File: src/rtl/irq_pkg.sv
// =============================================================================
// irq_pkg -- shared constants, types and helpers for the interrupt pending stage
// Revision: 1.0
// =============================================================================
`default_nettype none

package irq_pkg;

  localparam int N_IRQ = 8;
  localparam int VEC_W = 3;

  typedef enum logic [0:0] {
    IDLE    = 1'b0,
    PRESENT = 1'b1
  } state_t;

  typedef logic [VEC_W-1:0] irq_vec_t;
  typedef logic [N_IRQ-1:0] irq_mask_t;

  function automatic irq_mask_t vec2mask(input irq_vec_t v);
    irq_mask_t m;
    m    = '0;
    m[v] = 1'b1;
    return m;
  endfunction

endpackage

`default_nettype wire

File: src/rtl/irq_prio_sel.sv
// =============================================================================
// irq_prio_sel -- combinational highest-set-index selector with any-set flag
// Revision: 1.0
// =============================================================================
`default_nettype none

module irq_prio_sel
  import irq_pkg::*;
(
  input  logic [N_IRQ-1:0] i_req,
  output logic [VEC_W-1:0] o_idx,
  output logic             o_any_set
);

  // Ascending scan: the last hit, i.e. the highest index, wins.
  always_comb begin
    o_idx = '0;
    for (int k = 0; k < N_IRQ; k++) begin
      if (i_req[k]) begin
        o_idx = irq_vec_t'(k);
      end
    end
  end

  assign o_any_set = |i_req;

endmodule

`default_nettype wire

File: src/rtl/irq_pend_ctrl.sv
// =============================================================================
// irq_pend_ctrl -- sync/edge-detect 8 request lines, latch pending, present the
// highest enabled request over valid/ack. IRQ_LEVEL_EN selects level mode.
// Revision: 1.0
// =============================================================================
`default_nettype none

module irq_pend_ctrl
  import irq_pkg::*;
(
  input  logic             clk,
  input  logic             rst_n,
  input  logic [N_IRQ-1:0] irq_in,
  input  logic [N_IRQ-1:0] mask,
  input  logic             irq_ack,
  output logic             irq_valid,
  output logic [VEC_W-1:0] irq_vec,
  output logic [N_IRQ-1:0] pend
);

  irq_mask_t r_sync1;
  irq_mask_t r_sync2;
  irq_mask_t r_pend;
  irq_mask_t w_set;
  irq_mask_t w_clr;
  irq_mask_t w_elig;
  irq_vec_t  w_sel;
  logic      w_any;
  state_t    r_state;
  logic      r_valid;
  irq_vec_t  r_vec;

  always_ff @(posedge clk or negedge rst_n) begin
    if (!rst_n) begin
      r_sync1 <= '0;
      r_sync2 <= '0;
    end else begin
      r_sync1 <= irq_in;
      r_sync2 <= r_sync1;
    end
  end

`ifdef IRQ_LEVEL_EN
  assign w_set = r_sync2;
`else
  irq_mask_t r_sync2_q;

  always_ff @(posedge clk or negedge rst_n) begin
    if (!rst_n) begin
      r_sync2_q <= '0;
    end else begin
      r_sync2_q <= r_sync2;
    end
  end

  assign w_set = r_sync2 & ~r_sync2_q;
`endif

  assign w_clr  = ((r_state == PRESENT) && irq_ack) ? vec2mask(r_vec) : '0;
  assign w_elig = r_pend & mask;

  irq_prio_sel u_prio_sel (
    .i_req     (w_elig),
    .o_idx     (w_sel),
    .o_any_set (w_any)
  );

  // Set is OR-ed after the clear so a simultaneous new request survives its ack.
  always_ff @(posedge clk or negedge rst_n) begin
    if (!rst_n) begin
      r_state <= IDLE;
      r_valid <= 1'b0;
      r_vec   <= '0;
      r_pend  <= '0;
    end else begin
      r_pend <= (r_pend & ~w_clr) | w_set;
      case (r_state)
        IDLE: begin
          if (w_any) begin
            r_vec   <= w_sel;
            r_valid <= 1'b1;
            r_state <= PRESENT;
          end
        end
        PRESENT: begin
          if (irq_ack) begin
            r_valid <= 1'b0;
            r_state <= IDLE;
          end
        end
        default: begin
          r_valid <= 1'b0;
          r_state <= IDLE;
        end
      endcase
    end
  end

  assign irq_valid = r_valid;
  assign irq_vec   = r_vec;
  assign pend      = r_pend;

endmodule

`default_nettype wire

File: config.mk
export PLATFORM = sky130hd
export DESIGN_NAME = irq_pend_ctrl
export DESIGN_NICKNAME = d
export VERILOG_FILES = /design/src/rtl/irq_pkg.sv /design/src/rtl/irq_prio_sel.sv /design/src/rtl/irq_pend_ctrl.sv
export SDC_FILE = /design/constraint.sdc
export NUM_CORES = 1
export LEC_CHECK = 0
export CORE_ASPECT_RATIO = 0.5
export CORE_MARGIN = 8
export CORE_UTILIZATION = 48
export DETAILED_ROUTE_END_ITERATION = 7
export PLACE_DENSITY = 0.78
export RECOVER_POWER = 100
export SYNTH_ARGS = -nofsm -noshare
export SYNTH_HDL_FRONTEND = slang
export SYNTH_HIERARCHICAL = 1
export SYNTH_SLANG_ARGS = --single-unit
File: constraint.sdc
create_clock -name clk -period 3.2 [get_ports clk]
set_clock_uncertainty 0.15 [all_clocks]
set_input_delay 0.32 -clock clk [delete_from_list [all_inputs] [get_ports clk]]
set_output_delay 0.32 -clock clk [all_outputs]
set_load 0.02 [all_outputs]
# --- Yosys cells after proc, flatten, opt, wreduce, memory -nomap -nowiden ---
# Cells that the tools add are included.
totals:
  regBits: 37
  in_bits: 19
  output_inout_bits: 12
  word_cells: 39
classes:
  magnitude_cmp: 2
  eq_ne: 2
  mux: 16
  bitwise: 7
  reduce_logical: 5
op_table:
  columns: ["operator", "n"]
  rows:
  - ["$and A8 B8 Y8", 3]
  - ["$not A8 Y8", 2]
  - ["$mux W3", 4]
  - ["$mux W8", 1]
  - ["$or A8 B8 Y8", 1]
  - ["$reduce_or A8 Y1", 1]
  - ["$mux W1", 6]
  - ["$lt A3 B4 Y1 const B", 1]
  - ["$mux W2", 2]
  - ["$pmux W1 S2", 2]
  - ["$reduce_and A2 Y1", 2]
  - ["$demux W1 S3", 1]
  - ["$ge A3 B1 Y1 const B", 1]
  - ["$logic_and A1 B1 Y1", 2]
  - ["$ne A2 B1 Y1 const B", 1]
  - ["$ne A2 B2 Y1 const B", 1]
  - ["$not A1 Y1", 1]

# --- Longest topological paths before layout ---
depth:
  ltp_word: 8
  ltp_mapped: 5
  ltp_nobuf: 5

# --- Modules after synthesis ---
# The synthesis kept the hierarchy.
modules_own_cells:
  columns: ["mod", "instances", "cells_each", "area_per_inst_um2", "seq_area_each_um2"]
  rows:
  - ["irq_pend_ctrl", 1, 82, 1186.1, 925.9]
  - ["irq_prio_sel", 1, 12, 66.3, 0.0]

# --- Worst setup path after synthesis ---
# OpenSTA, ideal clock, no wires.
synth_path:
  kind: "reg2reg"
  from: "register r_pend[6], in the netlist pend[6]"
  to: "register r_vec[0], in the netlist irq_vec[0]"
  setup_time_ps: 125
  t_arrival_ps: 1354
  required_ps: 2925
  slack_ps: 1571
  path_stages_with_launch: 6
  period_less_slack_ps: 1629
  cell_sequence: "dfrtp_1 and2_1 nor2_1 nand4_1 nor2b_2 mux2_2"
synth_via:
  elab_chain_cells: 3
synth_rtl:
  columns: ["element", "line_no", "text"]
  rows:
  - ["start: declaration", "irq_pend_ctrl.sv:23", "irq_mask_t r_pend;"]
  - ["start signal: assignment", "irq_pend_ctrl.sv:76", "r_pend <= (r_pend & ~w_clr) | w_set;"]
  - ["$and A8 B8 Y8", "irq_pend_ctrl.sv:60", "assign w_elig = r_pend & mask;"]
  - ["via w_elig[6]", "irq_pend_ctrl.sv:26", "irq_mask_t w_elig;"]
  - ["$reduce_or A8 Y1", "irq_prio_sel.sv:25", "assign o_any_set = |i_req;"]
  - ["via w_any", "irq_pend_ctrl.sv:28", "logic w_any;"]
  - ["$reduce_and A2 Y1 (no line)", null, null]
  - ["end signal: assignment", "irq_pend_ctrl.sv:80", "r_vec <= w_sel;"]
  - ["end: declaration", "irq_pend_ctrl.sv:31", "irq_vec_t r_vec;"]
# The timed path passes the listed nets, and every way through them passes these cells.
# A chain may end at the register's enable or synchronous reset.

# --- Final worst setup path ---
layout_path:
  from: "input port mask[6]"
  to: "register r_vec[1], in the netlist irq_vec[1]"
layout_via:
  elab_chain_cells: 3
layout_rtl:
  columns: ["element", "line_no", "text"]
  rows:
  - ["start: declaration", "irq_pend_ctrl.sv:14", "input logic [N_IRQ-1:0] mask,"]
  - ["$and A8 B8 Y8", "irq_pend_ctrl.sv:60", null]
  - ["via w_elig[6]", "irq_pend_ctrl.sv:26", null]
  - ["$reduce_or A8 Y1", "irq_prio_sel.sv:25", null]
  - ["via w_any", "irq_pend_ctrl.sv:28", null]
  - ["$reduce_and A2 Y1 (no line)", null, null]
# The timed path passes the listed nets, and every way through them passes these cells.

==> key figures <==
Routing
  – Routed vias: 804
  – Routed length per placed instance: 13.4 µm
  – Initial DRT Pass Iterations: 4
  – Antenna Violating Nets Remaining: 0
  – Remaining routing DRC violations: 0
  – Initial DRC Count: 14
  – Wire length after detailed routing: 2270 µm
  – Average vias per placed instance: 4.73

Final layout
  – Most common library cell in the layout ignoring fill and taps: sky130_fd_sc_hd__dfrtp_1
  – Multi-input combinational cell area: 283 µm²
  – Area of all placed cells without fillers: 0.00172 mm²
  – Diode count: 0
  – Top library cells by usage in the layout, fill and taps aside: sky130_fd_sc_hd__dfrtp_1, sky130_fd_sc_hd__dlygate4sd3_1, sky130_fd_sc_hd__o21ai_0
  – Layout overhead on the synthesized area: 37.0%
  – Sequential Area: 926 µm²
  – Fin nets: 151
  – Fill count: 178
  – Layout cell share with drive strength beyond 1: 10.5%

Clock tree
  – Num Clock Sinks: 37
  – Hold_buf cts: 0
  – Cells resized by post-CTS repair: 0
  – Number of clock buffers inserted by TritonCTS: 5
  – CTS tree: built
  – CTS max path bufs: 2
  – CTS H-tree lvls: 2
  – Setup Buffers After CTS: 0
  – Clock-pin slew of the registers on the worst-case setup and hold paths: 0.07 ns
  – Clock Latency Late Sink: 0.28 ns
  – Root cell of the clock tree: sky130_fd_sc_hd__clkbuf_8

STA
  – Final Cycle Share: 63.0%
  – Final Hold Violating Endpoints: 0
  – Unrepaired setup endpoints after global routing: no
  – Pins Over Slew Limit: 0
  – Peak Freq: 496 MHz
  – Actual slew at the worst max-slew pin: 0.440 ns
  – Final setup violation count: 0
  – Post-Route Hold Slack: 0.200 ns
  – Minimum clock period after layout: 2.02 ns
  – Summed negative setup slack over all endpoints: 0 ns
  – Worst slew margin relative to its limit: 70.6%

Place
  – Global placer's final weighted congestion: 0.766
  – Placed Instance Area: 0.00161 mm²
  – Post-detailed-placement half-perimeter wirelength: 1620 µm
  – Quantity of I/O buffers inserted on ports: 30

Synthesis
  – Yosys synthesis warning count: 6
  – Synth area leader: sky130_fd_sc_hd__dfrtp_1
  – Combinational family with the most area after synthesis: compound AO/OA/AOI/OAI gates
  – Total of flip-flops plus latches after synthesis: 37
  – Distinct cells, synth: 20
  – Cell area after synthesis: 0.00125 mm²
  – Adder-cell area share of the yosys netlist: 0%
  – Post-synthesis xor/xnor area fraction: 0%
  – Mean instance size in the synthesized netlist: 13.3 µm²
  – Area share of the largest cell type after synthesis: 73.9%
  – Complex-gate fraction of the synthesized area: 10.8%
  – Sequential share of the synthesized area: 73.9%
  – Count of mapped cells out of synthesis: 94
  – Post-Synth Simple-Gate Area: 9.29%
  – Largest cells by area after synthesis: sky130_fd_sc_hd__dfrtp_1, sky130_fd_sc_hd__o21ai_0, sky130_fd_sc_hd__and2_1
  – Syn Nets: 113
  – Mux contribution to synthesized area: 2.70%

Global route
  – Total routing resource utilization after global routing: 11.3%
  – Initial antenna violation count: 0
  – Via count of the first global-routing pass: 843
  – Leftover overflow at the end of global routing: 0
  – First-pass GRT wire length: 3810 µm
  – Maximum number of pins on one net before global-route repair: 38

Min path
  – Tightest Hold Check Type: reg -> reg
  – Worst Hold Path Cells: 0

Critical path
  – Category of the worst setup path capture point: flip-flop
  – Kind of launch point of the worst setup path: input port
  – Kind of critical path: in -> reg
  – Crit path DAT: 2.03 ns
  – Worst-path maximum fanout: 4
  – Number of cells traversed by the worst register-to-register path: 5
  – Worst endpoint required time: 3.22 ns

Floorplan
  – Placeable Area: 0.00254 mm²
  – Die Area: 0.00460 mm²
  – Starting utilization of the core area: 49.4%
  – Die X: 88.2 µm
  – Chip height: 52.1 µm
  – Placement row count: 13
  – Top-level port count: 31

Power and ir drop
  – Reg power frac: 45.4%
  – Fraction of power spent switching nets: 30.3%
  – Internal Dissipation: 933 µW
  – Power density normalized to cell area: 780 mW/mm²
  – Switching Power: 406 µW
  – Leakage power: 0.000711 µW
  – Relative contribution of combinational cells to total power: 25.5%
  – Proportion of power drawn by the clock network: 29.1%
  – Worst IR Drop VDD: 335 µV

Run status
  – Result of the run: finished clean

Job
  – MaxCap Viol Count: 0
[cells by family after synthesis]
group,after synthesis
mux,3
buf+inv,11
flops,37
compound gates,22
simple gates,21
[per-stage QoR]
step	setup WS, ns	total power (µW)	util, %	std cells
2_1_floorplan	1.57	796	-	94
3_3_place_gp	1.23	971	63.3	162
3_5_place_dp	1.14	984	63.3	162
4_1_cts	1.30	1380	67.7	170
5_1_grt	1.06	1410	67.6	170
6_report	1.18	1340	67.6	170
[state kept, by name, summed over array words and instances (netlist names)]
| signal | flops |
|---|---|
| irq_valid | 1 |
| irq_vec | 3 |
| pend | 8 |
| r_state | 1 |
| r_sync1 | 8 |
| r_sync2 | 8 |
| r_sync2_q | 8 |
[per-layer routing]
layer / vias up / wire length [µm] / global-route usage [%]
li1: 388 / - / -
met1: 388 / 975 / 12.3
met2: 22 / 1150 / 18.7
met3: 6 / 106 / 4.39
met4: 0 / 41 / 6.37
met5: - / 0 / 0
[power by group through the flow]
stage                     combinational [µW]  sequential [µW]  clock (µW)
after floorplan                          130              666           0
after global placement                   357              614           0
after detailed placement                 366              618           0
after CTS                                369              610         399
after global routing                     369              619         419
final                                    341              608         389
[final timing paths]
path / endpoint / slack (ns) / start
setup / recovery: irq_vec[1]$_DFFE_PN0P_ / 1.18 / mask[6]
hold / removal: r_sync2[4]$_DFF_PN0_ / 0.20 / r_sync1[4]$_DFF_PN0_
setup reg to reg: irq_vec[1]$_DFFE_PN0P_ / 1.37 / pend[6]$_DFF_PN0_
hold reg to reg: r_sync2[4]$_DFF_PN0_ / 0.20 / r_sync1[4]$_DFF_PN0_
max in group asynchronous: r_sync1[3]$_DFF_PN0_ / 2.22 / rst_n
min in group asynchronous: pend[0]$_DFF_PN0_ / 0.37 / rst_n
[final cells by class]
class                           instances  share of cell area, %
Clock buffer                            6                   4.23
Clock inverter                          2                   2.26
Inverter                               11                   2.41
Multi-Input combinational cell         46                   16.5
Sequential cell                        37                   54.0
Tap cell                               37                   2.70
Timing Repair Buffer                   31                   17.9
[critical path, cell delays in order]
cell and delay, ns:
sky130_fd_sc_hd__dlygate4sd3_1 0.52, sky130_fd_sc_hd__and2_0 0.23, sky130_fd_sc_hd__nor2_1 0.11, sky130_fd_sc_hd__nand4_1 0.13, sky130_fd_sc_hd__nor2b_1 0.33, sky130_fd_sc_hd__mux2_2 0.39
[cell usage after synthesis, drive strengths merged]
master and count:
inv 11, o21ai 14, mux2 3, a21o 1, nor2b 1, nand2 2, nand3 1, o31ai 4
dfrtp 37, a21oi 2, nand2b 2, nor2 5, nand4 1, nand3b 1, o2bb2ai 1, and2 8
No activity file was read; power rests on OpenSTA's default activity.
